<file path="src/rtl/vga_pkg.sv">
// vga_pkg: default 640x480@60 timing, frame-total helper and colour-bar lookup
package vga_pkg;
  localparam int DEF_H_ACTIVE = 640;
  localparam int DEF_H_FP     = 16;
  localparam int DEF_H_SYNC   = 96;
  localparam int DEF_H_BP     = 48;
  localparam int DEF_V_ACTIVE = 480;
  localparam int DEF_V_FP     = 10;
  localparam int DEF_V_SYNC   = 2;
  localparam int DEF_V_BP     = 33;
  function automatic int vga_total(input int active, input int fp, input int sync, input int bp);
    return active + fp + sync + bp;
  endfunction
  function automatic logic [15:0] bar_field(input logic on, input int w);
    return on ? 16'((32'd1 << w) - 32'd1) : 16'd0;
  endfunction
endpackage

</file>
<file path="src/rtl/vga_sync_delay.sv">
// vga_sync_delay: DEPTH x WIDTH shift register with async clear to RST_VAL (DEPTH 0 = wire)
module vga_sync_delay
  import vga_pkg::*;
#(
  parameter int DEPTH = 1,
  parameter int WIDTH = 1,
  parameter logic [WIDTH-1:0] RST_VAL = '0
) (
  input  logic             vga_clk,
  input  logic             clrn,
  input  logic [WIDTH-1:0] d,
  output logic [WIDTH-1:0] q
);
  if (DEPTH == 0) begin : g_pass
    logic unused_clk;
    assign unused_clk = vga_clk ^ clrn;
    assign q = d;
  end else begin : g_sr
    logic [WIDTH-1:0] sr [DEPTH];
    // shift one stage per clock, cleared to the idle pattern
    always_ff @(posedge vga_clk or negedge clrn)
      if (!clrn) begin
        for (int i = 0; i < DEPTH; i++) sr[i] <= RST_VAL;
      end else begin
        sr[0] <= d;
        for (int i = 1; i < DEPTH; i++) sr[i] <= sr[i-1];
      end
    assign q = sr[DEPTH-1];
  end
endmodule

</file>
<file path="src/rtl/vga_timing_pipe.sv">
// vga_timing_pipe: VGA timing + pixel-fetch pipeline, outputs aligned at RD_LAT+2; VGA_TEST_PATTERN_EN adds test_en colour bars
module vga_timing_pipe
  import vga_pkg::*;
#(
  parameter int H_ACTIVE = DEF_H_ACTIVE,
  parameter int H_FP     = DEF_H_FP,
  parameter int H_SYNC   = DEF_H_SYNC,
  parameter int H_BP     = DEF_H_BP,
  parameter int V_ACTIVE = DEF_V_ACTIVE,
  parameter int V_FP     = DEF_V_FP,
  parameter int V_SYNC   = DEF_V_SYNC,
  parameter int V_BP     = DEF_V_BP,
  parameter bit HS_POL   = 1'b0,
  parameter bit VS_POL   = 1'b0,
  parameter int R_W      = 3,
  parameter int G_W      = 3,
  parameter int B_W      = 2,
  parameter int RD_LAT   = 1,
  parameter int SCALE    = 1,
  parameter int COL_W    = 10,
  parameter int ROW_W    = 9,
  localparam int PIX_W   = R_W + G_W + B_W
) (
  input  logic             vga_clk,
  input  logic             clrn,
`ifdef VGA_TEST_PATTERN_EN
  input  logic             test_en,
`endif
  input  logic [PIX_W-1:0] d_in,
  output logic [ROW_W-1:0] row_addr,
  output logic [COL_W-1:0] col_addr,
  output logic             rdn,
  output logic [R_W-1:0]   r,
  output logic [G_W-1:0]   g,
  output logic [B_W-1:0]   b,
  output logic             hs,
  output logic             vs,
  output logic             de,
  output logic             line_start,
  output logic             frame_start
);
  localparam int H_TOTAL = vga_total(H_ACTIVE, H_FP, H_SYNC, H_BP);
  localparam int V_TOTAL = vga_total(V_ACTIVE, V_FP, V_SYNC, V_BP);
  localparam int HW = $clog2(H_TOTAL);
  localparam int VW = $clog2(V_TOTAL);
  localparam int HA0 = H_SYNC + H_BP;
  localparam int VA0 = V_SYNC + V_BP;
  localparam logic HS_IDLE = ~HS_POL;
  localparam logic VS_IDLE = ~VS_POL;
`ifdef VGA_TEST_PATTERN_EN
  localparam int DW = 6;
  localparam logic [DW-1:0] D_IDLE = {HS_IDLE, VS_IDLE, 1'b0, 3'b000};
`else
  localparam int DW = 3;
  localparam logic [DW-1:0] D_IDLE = {HS_IDLE, VS_IDLE, 1'b0};
`endif
  if (!(SCALE == 1 || SCALE == 2) || RD_LAT < 0 || RD_LAT > 4 || H_ACTIVE / SCALE > 2 ** COL_W || COL_W < 3) begin : g_bad_params
    $error("vga_timing_pipe: illegal SCALE/RD_LAT/COL_W");
  end
  logic [HW-1:0] h_count, h_off;
  logic [VW-1:0] v_count, v_off;
  logic h_last, v_last, h_act, v_act, vid, tp;
  logic hs1, vs1, de1, hs_d, vs_d, de_d;
  logic [DW-1:0] dly_d, dly_q;
  logic [R_W-1:0] r_n;
  logic [G_W-1:0] g_n;
  logic [B_W-1:0] b_n;
  assign h_last = int'(h_count) == H_TOTAL - 1;
  assign v_last = int'(v_count) == V_TOTAL - 1;
  assign h_act  = int'(h_count) >= HA0 && int'(h_count) < HA0 + H_ACTIVE;
  assign v_act  = int'(v_count) >= VA0 && int'(v_count) < VA0 + V_ACTIVE;
  assign vid    = h_act & v_act;
  assign h_off  = h_count - HW'(HA0);
  assign v_off  = v_count - VW'(VA0);
`ifdef VGA_TEST_PATTERN_EN
  logic [2:0] bar_d;
  assign tp = test_en;
  assign dly_d = {hs1, vs1, de1, col_addr[COL_W-1 -: 3]};
  assign {hs_d, vs_d, de_d, bar_d} = dly_q;
`else
  assign tp = 1'b0;
  assign dly_d = {hs1, vs1, de1};
  assign {hs_d, vs_d, de_d} = dly_q;
`endif
  // free-running line and frame counters
  always_ff @(posedge vga_clk or negedge clrn)
    if (!clrn) begin
      h_count <= '0;
      v_count <= '0;
    end else begin
      h_count <= h_last ? '0 : h_count + 1'b1;
      if (h_last) v_count <= v_last ? '0 : v_count + 1'b1;
    end
  // stage 1: RAM address/strobe, raw syncs and the undelayed wrap pulses
  always_ff @(posedge vga_clk or negedge clrn)
    if (!clrn) begin
      col_addr    <= '0;
      row_addr    <= '0;
      rdn         <= 1'b1;
      hs1         <= HS_IDLE;
      vs1         <= VS_IDLE;
      de1         <= 1'b0;
      line_start  <= 1'b0;
      frame_start <= 1'b0;
    end else begin
      col_addr    <= COL_W'(h_off / HW'(SCALE));
      row_addr    <= ROW_W'(v_off / VW'(SCALE));
      rdn         <= ~(vid & ~tp);
      hs1         <= int'(h_count) < H_SYNC ? HS_POL : HS_IDLE;
      vs1         <= int'(v_count) < V_SYNC ? VS_POL : VS_IDLE;
      de1         <= vid;
      line_start  <= h_last;
      frame_start <= h_last & v_last;
    end
  vga_sync_delay #(.DEPTH(RD_LAT), .WIDTH(DW), .RST_VAL(D_IDLE)) u_dly (
    .vga_clk(vga_clk),
    .clrn   (clrn),
    .d      (dly_d),
    .q      (dly_q)
  );
  // colour select: RAM pixel (or bar pattern) while active, black otherwise
  always_comb begin
    r_n = de_d ? d_in[PIX_W-1 -: R_W] : '0;
    g_n = de_d ? d_in[G_W+B_W-1 -: G_W] : '0;
    b_n = de_d ? d_in[B_W-1:0] : '0;
`ifdef VGA_TEST_PATTERN_EN
    r_n = (de_d && test_en) ? R_W'(bar_field(bar_d[2], R_W)) : r_n;
    g_n = (de_d && test_en) ? G_W'(bar_field(bar_d[1], G_W)) : g_n;
    b_n = (de_d && test_en) ? B_W'(bar_field(bar_d[0], B_W)) : b_n;
`endif
  end
  // output stage: colour registered together with the delayed syncs
  always_ff @(posedge vga_clk or negedge clrn)
    if (!clrn) begin
      hs <= HS_IDLE;
      vs <= VS_IDLE;
      de <= 1'b0;
      r  <= '0;
      g  <= '0;
      b  <= '0;
    end else begin
      hs <= hs_d;
      vs <= vs_d;
      de <= de_d;
      r  <= r_n;
      g  <= g_n;
      b  <= b_n;
    end
endmodule

</file>
<file path="config.mk">
export PLATFORM = sky130hd
export DESIGN_NAME = vga_timing_pipe
export DESIGN_NICKNAME = d
export VERILOG_FILES = /design/src/rtl/vga_pkg.sv /design/src/rtl/vga_sync_delay.sv /design/src/rtl/vga_timing_pipe.sv
export SDC_FILE = /design/constraint.sdc
export NUM_CORES = 1
export LEC_CHECK = 0
export ABC_CLOCK_PERIOD_IN_PS = 1900
export BUFFER_PORTS_ARGS = -buffer_cell sky130_fd_sc_hd__buf_2
export CORE_AREA = 2 2 86 88
export CTS_CLUSTER_DIAMETER = 200
export DETAILED_ROUTE_END_ITERATION = 7
export DIE_AREA = 0 0 88 90
export PLACE_DENSITY_LB_ADDON = 0.3
export SYNTH_ARGS = -nofsm -noshare
export SYNTH_HDL_FRONTEND = slang
export SYNTH_SLANG_ARGS = --single-unit
</file>
<file path="constraint.sdc">
create_clock -name vga_clk -period 1.9 [get_ports vga_clk]
set_clock_uncertainty 0.1 [all_clocks]
set_input_delay 0.38 -clock vga_clk [delete_from_list [all_inputs] [get_ports vga_clk]]
set_output_delay 0.38 -clock vga_clk [all_outputs]
set_load 0.03 [all_outputs]
</file>
==> flow_summary.ini <==
[run_status]
outcome = finished, final reports clean

[route]
drc = 0
drt_iter0_markers = 78
ant_nets = 0
routed_wl_mm = 4.21
vias = 1579
drt_pass1_iterations = 4
avgRoutedWirePerCell_um = 11.6
vias_per_cell = 4.37

[floorplanning]
fp-row-count = 31
dieWidth_um = 88
die_area_sq_mm = 0.00792
num_io_pins = 43
core_area_sq_mm = 0.00702
initial_core_util_pct = 34.3
die_y_um = 90

[layout]
syn_to_final_growth_pct = 25.2
drive_gt1_share_pct = 32.1
layout_commonest_cell = dfrtp_1
fin_nets = 274
layout_common_cells = 52 x dfrtp_1, 42 x buf_2, 16 x nand2_1
design_area_sq_mm = 0.00302
post-route-util_pct = 43.0
diodes = 0

[place]
routabilityCongestion = 0.843
pre_cts_ws_ns = 0.151
portBuffers = 42
place_area_sq_mm = 0.00279
place_hpwl_mm = 3.02

[clock_network]
cts_tree = yes
clock-root-buffer = clkbuf_8
numCtsBuffers = 9
clock_sinks = 59
htree_levels = 3
insertion_delay_ns = 0.32
path_clk_slew_ns = 0.06
clock_path_buffers = 2

[global_routing]
gr-usage-all-layers_pct = 12.0
grt_use_met3_pct = 3.95
grt_pass1_vias = 1570
met2_usage_pct = 16.5
antenna_found_initial = 0
grt_pass1_wl_mm = 7.40
busiest_layer = met1
gr-total-overflow = 0
grt_max_degree = 25
grt.met1_usage_pct = 16.7

[synthesis]
async_flop_share_pct = 100
synth_edf_count = 0
synth_top_flop_cell = dfrtp_1
yosysWarnings = 0
synth_area_per_cell_sq_um = 12.0
syn_inst = 201
synth_cell_types = 40
syn_area_sq_mm = 0.00241
ys_seq_area_share_pct = 61.6
yosys_register_bits = 59
synth_fp_nets = 218

[critical_path]
criticalPathCategory = register to register
cp-start-kind = register
arrival_ns = 1.85
path_max_fanout = 8
cp.required_ns = 2.01
end_kind = register

[sta]
hold_viol = 0
rsz0062_at_grt = no
worst-slew-pin-transition_ns = 0.452
post-route-worst-setup-slack_ns = 0.159
slew_headroom_pct = 69.9
fin_crit_sh_pct = 91.6
setup_viol = 0
fin_tns_setup_ns = 0
period_needed_ns = 1.74
maxSlewViolCount = 0
fmax_mhz = 575

[power]
p_leak_nw = 1.47
power.density_mw_per_mm2 = 825
ir_worst_vdd_mv = 0.291

[hold_path]
min_path_type = input port to register

[job]
max_cap_violations = 0
synth_stat cells (2+ instances only):
cell | instances | area share [%]
dfrtp_1 | 52 | 54
nand2_1 | 16 | 2.5
nand3_1 | 15 | 3.1
inv_1 | 12 | 1.9
and2_1 | 11 | 2.9
xnor2_1 | 9 | 3.3
xor2_1 | 9 | 3.3
nor2_1 | 8 | 1.2
dfstp_2 | 7 | 7.6
ha_1 | 7 | 3.6
o21ai_0 | 6 | 1.2
a21oi_1 | 5 | 1.0
and3_1 | 5 | 1.3
buf_2 | 4 | 0.83
or3_1 | 4 | 1.0
o21ai_1 | 3 | 0.62
and4_1 | 2 | 0.73
clkbuf_1 | 2 | 0.31
mux2i_1 | 2 | 0.83
nand4_1 | 2 | 0.52
cell type report:
class | instances | area, sq um
fill | 683 | 4000
tap | 99 | 124
sequential | 59 | 1490
timing repair buffer | 53 | 308
inverter | 13 | 53.8
clock buffer | 15 | 186
multi-input combinational | 121 | 831
clock inverter | 1 | 30.0
through the flow:
stage / power, mW / instances / hold WS [ns]
after global routing: 2.60 / 361 / 0.144
after CTS: 2.53 / 361 / 0.149
final: 2.49 / 361 / 0.166
after floorplan: 1.28 / 201 / -0.0156
after detailed placement: 1.32 / 344 / 0.235
after global placement: 1.32 / 344 / 0.235
per-layer routing:
layer / vias to the layer above / wire (um)
li1: 781 / -
met5: - / 0
met4: 0 / 63
met2: 42 / 1860
met3: 4 / 228
met1: 752 / 2050
worst max-delay path, stage by stage, from the launching register on:
cell and delay (ns):
dfrtp_1 0.41, ha_1 0.23, and3_4 0.23, nand4_4 0.13, clkinv_4 0.11, nand4_2 0.11, mux2_4 0.30
final timing paths:
kind,start,end,slack [ns],cells after the start
setup / recovery,h_count[0],v_count[4],0.16,6
hold / removal,d_in[1],b[1],0.17,2
setup reg to reg,h_count[0],v_count[4],0.16,6
max in group asynchronous,clrn,row_addr[6],0.67,3
min in group asynchronous,clrn,col_addr[3],0.43,2
hold reg to reg,hs1,u_dly.q[2],0.25,0
registers in the layout, indices dropped and copies added, names as in the netlist:
signal / count
b: 2
col_addr: 10
de: 1
de1: 1
frame_start: 1
g: 3
h_count: 10
hs: 1
hs1: 1
line_start: 1
r: 3
rdn: 1
row_addr: 9
u_dly.q: 3
v_count: 10
vs: 1
vs1: 1
repair_timing:
item	in CTS	in global routing
hold buffers	1	0
gates resized for setup	0	1
endpoints found under the setup margin	0	1
hold endpoints to repair	15	0
setup buffers	0	0
power breakdown:
part	total (mW)	leakage (nW)	switching (mW)	internal, mW
Clock	1.19	0.110	0.441	0.751
Sequential	1.26	0.728	0	1.26
Combinational	0.0392	0.629	0.0261	0.0131
cells by family after synthesis:
family	count (synthesis)	synth area share (%)
flip-flops	59	61.6
multiplexers	3	1.45
AO/OA/AOI/OAI	19	4.62
adder cells (fa/ha/maj)	7	3.63
AND/OR/NAND/NOR	74	18.0
XOR/XNOR	18	6.54
buffers and inverters	21	4.15
Note: power is estimated with default switching activity, not from simulation.
